File: src/rtl/alu_sum_datapath.sv
// Self-sequencing 16-bit ALU datapath: register file, ALU, immediate path and result bus.
// An embedded sequencer accumulates 1+2+...+N (mod 2^16) into R0 and then parks in DONE.
module alu_sum_datapath #(
    parameter int unsigned N = 10
) (
    input  logic        clk,
    input  logic        reset,
    output logic [15:0] sum_out,
    output logic [15:0] bus_out,
    output logic [3:0]  flags,
    output logic        done
);

    // state | meaning
    // INIT0 | R0 <= MOV #0
    // INIT1 | R1 <= MOV #1
    // INIT2 | R2 <= MOV #N
    // ADD   | R0 <= R0 + R1
    // CMP   | CMP R1,R2; equal -> DONE else -> INC
    // INC   | R1 <= R1 + #1
    // DONE  | bus and writes idle, hold until reset
    typedef enum logic [2:0] {
        S_INIT0, S_INIT1, S_INIT2, S_ADD, S_CMP, S_INC, S_DONE
    } state_t;

    localparam logic [7:0]  OP_AND = 8'h01;
    localparam logic [7:0]  OP_OR  = 8'h02;
    localparam logic [7:0]  OP_XOR = 8'h03;
    localparam logic [7:0]  OP_ADD = 8'h05;
    localparam logic [7:0]  OP_SUB = 8'h09;
    localparam logic [7:0]  OP_CMP = 8'h0B;
    localparam logic [7:0]  OP_MOV = 8'h0D;
    localparam logic [15:0] N_IMM  = 16'(N);

    state_t      state, state_nxt;
    logic [15:0] regs [16];
    logic [15:0] enable;
    logic [4:0]  control1, control2;
    logic        imm_control;
    logic [15:0] imm;
    logic [7:0]  opcode;
    logic        buff_en;

    logic [15:0] op_a, op_b, alu_res;
    logic [16:0] alu_wide;
    logic        alu_c, alu_f, alu_z, upd_arith, upd_zn;
    logic [15:0] bus;

    always_ff @(posedge clk or posedge reset) begin
        if (reset) state <= S_INIT0;
        else       state <= state_nxt;
    end

    always_comb begin
        state_nxt = state;
        case (state)
            S_INIT0: state_nxt = S_INIT1;
            S_INIT1: state_nxt = S_INIT2;
            S_INIT2: state_nxt = S_ADD;
            S_ADD:   state_nxt = S_CMP;
            S_CMP:   state_nxt = alu_z ? S_DONE : S_INC;
            S_INC:   state_nxt = S_ADD;
            S_DONE:  state_nxt = S_DONE;
            default: state_nxt = S_INIT0;
        endcase
    end

    // Control decode is kept apart from next-state so the CMP zero test is not a block-level loop.
    always_comb begin
        enable      = 16'h0000;
        control1    = 5'd16;
        control2    = 5'd16;
        imm_control = 1'b0;
        imm         = 16'h0000;
        opcode      = 8'h00;
        buff_en     = 1'b0;
        case (state)
            S_INIT0: begin
                enable = 16'h0001; imm_control = 1'b1; imm = 16'h0000;
                opcode = OP_MOV;   buff_en = 1'b1;
            end
            S_INIT1: begin
                enable = 16'h0002; imm_control = 1'b1; imm = 16'h0001;
                opcode = OP_MOV;   buff_en = 1'b1;
            end
            S_INIT2: begin
                enable = 16'h0004; imm_control = 1'b1; imm = N_IMM;
                opcode = OP_MOV;   buff_en = 1'b1;
            end
            S_ADD: begin
                enable = 16'h0001; control1 = 5'd0; control2 = 5'd1;
                opcode = OP_ADD;   buff_en = 1'b1;
            end
            S_CMP: begin
                control1 = 5'd1; control2 = 5'd2;
                opcode   = OP_CMP; buff_en = 1'b1;
            end
            S_INC: begin
                enable = 16'h0002; control1 = 5'd1; imm_control = 1'b1; imm = 16'h0001;
                opcode = OP_ADD;   buff_en = 1'b1;
            end
            default: ;
        endcase
    end

    assign op_a = control1[4] ? 16'h0000 : regs[control1[3:0]];
    assign op_b = imm_control ? imm : (control2[4] ? 16'h0000 : regs[control2[3:0]]);

    always_comb begin
        alu_wide  = 17'd0;
        alu_res   = 16'h0000;
        alu_c     = 1'b0;
        alu_f     = 1'b0;
        upd_arith = 1'b0;
        upd_zn    = 1'b0;
        case (opcode)
            OP_ADD: begin
                alu_wide  = {1'b0, op_a} + {1'b0, op_b};
                alu_res   = alu_wide[15:0];
                alu_c     = alu_wide[16];
                alu_f     = (op_a[15] == op_b[15]) && (alu_res[15] != op_a[15]);
                upd_arith = 1'b1;
            end
            OP_SUB, OP_CMP: begin
                alu_wide  = {1'b0, op_a} - {1'b0, op_b};
                alu_res   = alu_wide[15:0];
                alu_c     = alu_wide[16];
                alu_f     = (op_a[15] != op_b[15]) && (alu_res[15] != op_a[15]);
                upd_arith = 1'b1;
            end
            OP_AND: begin alu_res = op_a & op_b; upd_zn = 1'b1; end
            OP_OR:  begin alu_res = op_a | op_b; upd_zn = 1'b1; end
            OP_XOR: begin alu_res = op_a ^ op_b; upd_zn = 1'b1; end
            OP_MOV: begin alu_res = op_b;        upd_zn = 1'b1; end
            default: ;
        endcase
    end

    assign alu_z   = (alu_res == 16'h0000);
    assign bus     = buff_en ? alu_res : 16'h0000;
    assign bus_out = reset ? 16'h0000 : bus;

    // CMP result is never written back; its enable stays zero.
    always_ff @(posedge clk or posedge reset) begin
        if (reset) begin
            for (int i = 0; i < 16; i++) regs[i] <= 16'h0000;
            flags <= 4'h0;
        end else begin
            for (int i = 0; i < 16; i++) begin
                if (enable[i]) regs[i] <= bus;
            end
            if (upd_arith)   flags      <= {alu_c, alu_f, alu_z, alu_res[15]};
            else if (upd_zn) flags[1:0] <= {alu_z, alu_res[15]};
        end
    end

    assign sum_out = regs[0];
    assign done    = (state == S_DONE);

endmodule

File: config.mk
export PLATFORM = sky130hd
export DESIGN_NAME = alu_sum_datapath
export DESIGN_NICKNAME = d
export VERILOG_FILES = /design/src/rtl/alu_sum_datapath.sv
export SDC_FILE = /design/constraint.sdc
export NUM_CORES = 1
export LEC_CHECK = 0
export BUFFER_PORTS_ARGS = -buffer_cell sky130_fd_sc_hd__buf_2
export CORE_MARGIN = 3
export CORE_UTILIZATION = 55
export DETAILED_ROUTE_END_ITERATION = 10
export GPL_ROUTABILITY_DRIVEN = 0
export GPL_TIMING_DRIVEN = 0
export PLACE_DENSITY = 0.75
export SYNTH_ARGS = -nofsm -noshare
export SYNTH_HDL_FRONTEND = slang
export SYNTH_SLANG_ARGS = --single-unit
File: constraint.sdc
create_clock -name clk -period 12.55 [get_ports clk]
set_input_delay 1.8825 -clock clk [delete_from_list [all_inputs] [get_ports clk]]
set_output_delay 1.8825 -clock clk [all_outputs]
set_load 0.05 [all_outputs]
==> out/metrics.yaml <==
io_pins: 39
maxCapViolCount: 0
ff_latch_area_um2: 1380
hp-class: "reg -> reg"
yosys.area.top_type: "dfrtp_1"
grt_util_all_layers_pct: 27.0
synth_commonest_cells: "dfrtp_1 (55), nand2_1 (49), inv_1 (47)"
min_period_ns: 7.51
diodes: 0
die_w_um: 96.9
met3_usage_pct: 3.68
setup_viol: 0
die-area_um2: 9390
fin_ws_ns: 5.04
syn_avg_cell_area_um2: 8.38
ant_nets: 0
viasPerCell: 5.98
tightest_slew_ns: 0.968
n_fill_cell: 683
place_area_um2: 4880
slowest_stage: "o41ai_1"
power_mw: 0.286
numCtsBuffers: 5
finalHoldViolCount: 0
synth-edff-count: 0
crit_buf_inv: 6
design_area_um2: 4980
synth_cell_types: 69
power-per-cell-area_nw_per_um2: 57.6
required_ns: 10.67
synth_cells: 542
hold_slack_ns: 0.489
endpoint_kind: "output pin"
ctsHoldBuffers: 0
cts_sinks: 55
synth.area.top_cells: "dfrtp_1 (30%), ha_1 (10%), o21ai_0 (4.3%), nand2_1 (4.0%), inv_1 (3.9%)"
start_kind: "flip-flop"
slowest_delay_ns: 0.60
grt.busiest_layer: "met2"
layout-drive-gt1-share_pct: 16.3
row_count: 32
fin_util_pct: 63.1
synth_most_common_cell: "dfrtp_1"
cts_resized: 0
grt_use_met1_pct: 39.1
setup_tns_ns: 0
port_buffers: 38
fmax_mhz: 133
num-nets-final: 629
path_clk_slew_ns: 0.11
syn2layout_area_growth_pct: 9.53
fin_skew_ns: 0.00958
multi_input_area_um2: 2720
crit_fanout: 10
path_cells: "clkbuf_1 > inv_1 > nor2_1 > and2_1 > clkbuf_1 > clkbuf_1 > a22oi_1 > inv_1 > ha_1 > fa_1 > a21o_1 > a221oi_2 > o31a_1 > o41ai_1 > o21ai_0 > nor2_1 > nor2_1 > buf_2"
overflow: 0
fin_crit_sh_pct: 59.8
synthesis.area_um2: 4540
leakage_nw: 2.49
dp_cells: 683
rsz0062_at_grt: "no"
via_count: 4129
outcome: "finished clean"
dp_slack_ns: 5.53
drtPass1Iterations: 5
ys.flop_type: "dfrtp_1"
grt_util_met2_pct: 42.2
slew_headroom_pct: 34.6
grt_pass1_wl_mm: 20.7
worstSetupPathType: "reg -> out"
ir_drop_mv: 0.0791
clk_latency_ns: 0.31
hpwl_mm: 9.71
drc: 0
grt_pass1_vias: 4018
netlist.area_leader.share_pct: 30.3
h-tree-depth: 2
drv_slew: 0
cts_buffer_depth: 2
async_reset_ff_share_pct: 100
grt_max_degree: 41
antenna_found_initial: 0
yosys_warnings: 0
drt_iter0_markers: 296
start_util_pct: 57.6
ctsRootBufferMaster: "clkbuf_8"
syn_nets: 583
synth-seq-cells: 55
detail_route.wl_per_cell_um: 17.9
die_h_um: 96.9
cts_tree: "yes"
core_region_area_um2: 7890
yosysSeqAreaShare_pct: 30.3
final_cells: 691
arrival_ns: 5.63
wirelength_mm: 12.4
worst_path_dominant_cell_family: "buffers and inverters"
post_cts_buffers: 0
-- routing by layer --
metal / wire length (um) / part of all wire [%] / vias up
met5: 0 / 0 / -
met4: 217 / 1.8 / 0
met3: 909 / 7.3 / 21
met2: 5580 / 45 / 160
met1: 5690 / 46 / 1986
li1: - / - / 1962
-- layout by cell type (no fill, tap or decap), types with 4 or more instances in the layout --
master / netlist / routed
nand3_1: 6 / 6
mux2_2: 4 / 4
a221o_1: 4 / 4
o21bai_1: 5 / 5
nor2_1: 43 / 43
nor2b_1: 27 / 27
ha_1: 37 / 37
dfrtp_1: 55 / 55
a22oi_1: 19 / 19
o21ai_0: 39 / 39
xnor2_1: 8 / 8
a31oi_1: 4 / 4
inv_1: 47 / 46
a22o_1: 16 / 16
nand2b_1: 7 / 7
a21o_1: 6 / 6
buf_2: 6 / 44
and3_1: 5 / 5
o22ai_1: 5 / 5
xor2_1: 4 / 4
clkbuf_8: 0 / 5
and4_1: 4 / 4
o21ai_1: 4 / 4
nand2_1: 49 / 49
o2bb2ai_1: 5 / 5
and2_1: 8 / 8
or2_2: 5 / 5
a21oi_1: 23 / 23
clkbuf_1: 22 / 22
buf_4: 18 / 18
-- worst register-to-register path: cells and delay by family (launching register included) --
| kind | cells | cell delay, ns |
|---|---|---|
| buffers and inverters | 5 | 1.52 |
| DFF | 1 | 0.35 |
| adders and majority gates | 1 | 0.42 |
| AOI/OAI and AO/OA | 6 | 1.79 |
| and+or+nand+nor | 5 | 1.55 |
-- area by class of cell --
type	instances	share of cell area, %
inverter	47	3.54
sequential	55	27.7
clock buffer	5	1.38
timing repair buffer	39	4.22
tap	102	2.56
clock inverter	3	0.528
multi-input combinational	391	54.7
buffer	49	5.38
-- sequential cells by signal (all words and copies together) (netlist names) --
| register | count |
|---|---|
| regs | 32 |
| sum_out | 16 |
| flags | 4 |
| state | 3 |
-- report_power, final --
part / switching (mW) / leakage [nW] / total, mW / internal (mW)
registers: 0 / 0.706 / 0.177 / 0.177
clock network: 0.0624 / 0.0495 / 0.104 / 0.0416
logic: 0.00450 / 1.74 / 0.00539 / 0.000894
total: 0.0669 / 2.49 / 0.286 / 0.220
-- worst paths after layout --
kind | from | endpoint | slack, ns | depth (start not counted)
worst max-delay path | state[1] | bus_out[14] | 5.04 | 18
min in group asynchronous | reset | flags[0] | 1.60 | 2
max in group asynchronous | reset | regs[211] | 10.42 | 3
worst max register to register | state[2] | state[0] | 6.79 | 17
worst min-delay path | regs[209] | regs[209] | 0.49 | 1
worst min register to register | regs[209] | regs[209] | 0.49 | 1
-- cell families after synthesis --
family	after synthesis	share of synthesized area [%]
mux	7	1.65
compound gates	164	26.2
buf+inv	96	9.77
xor+xnor	12	2.31
fa+ha+maj	39	11.1
flops	55	30.3
simple gates	169	18.7
No activity file was read; power rests on OpenSTA's default activity.
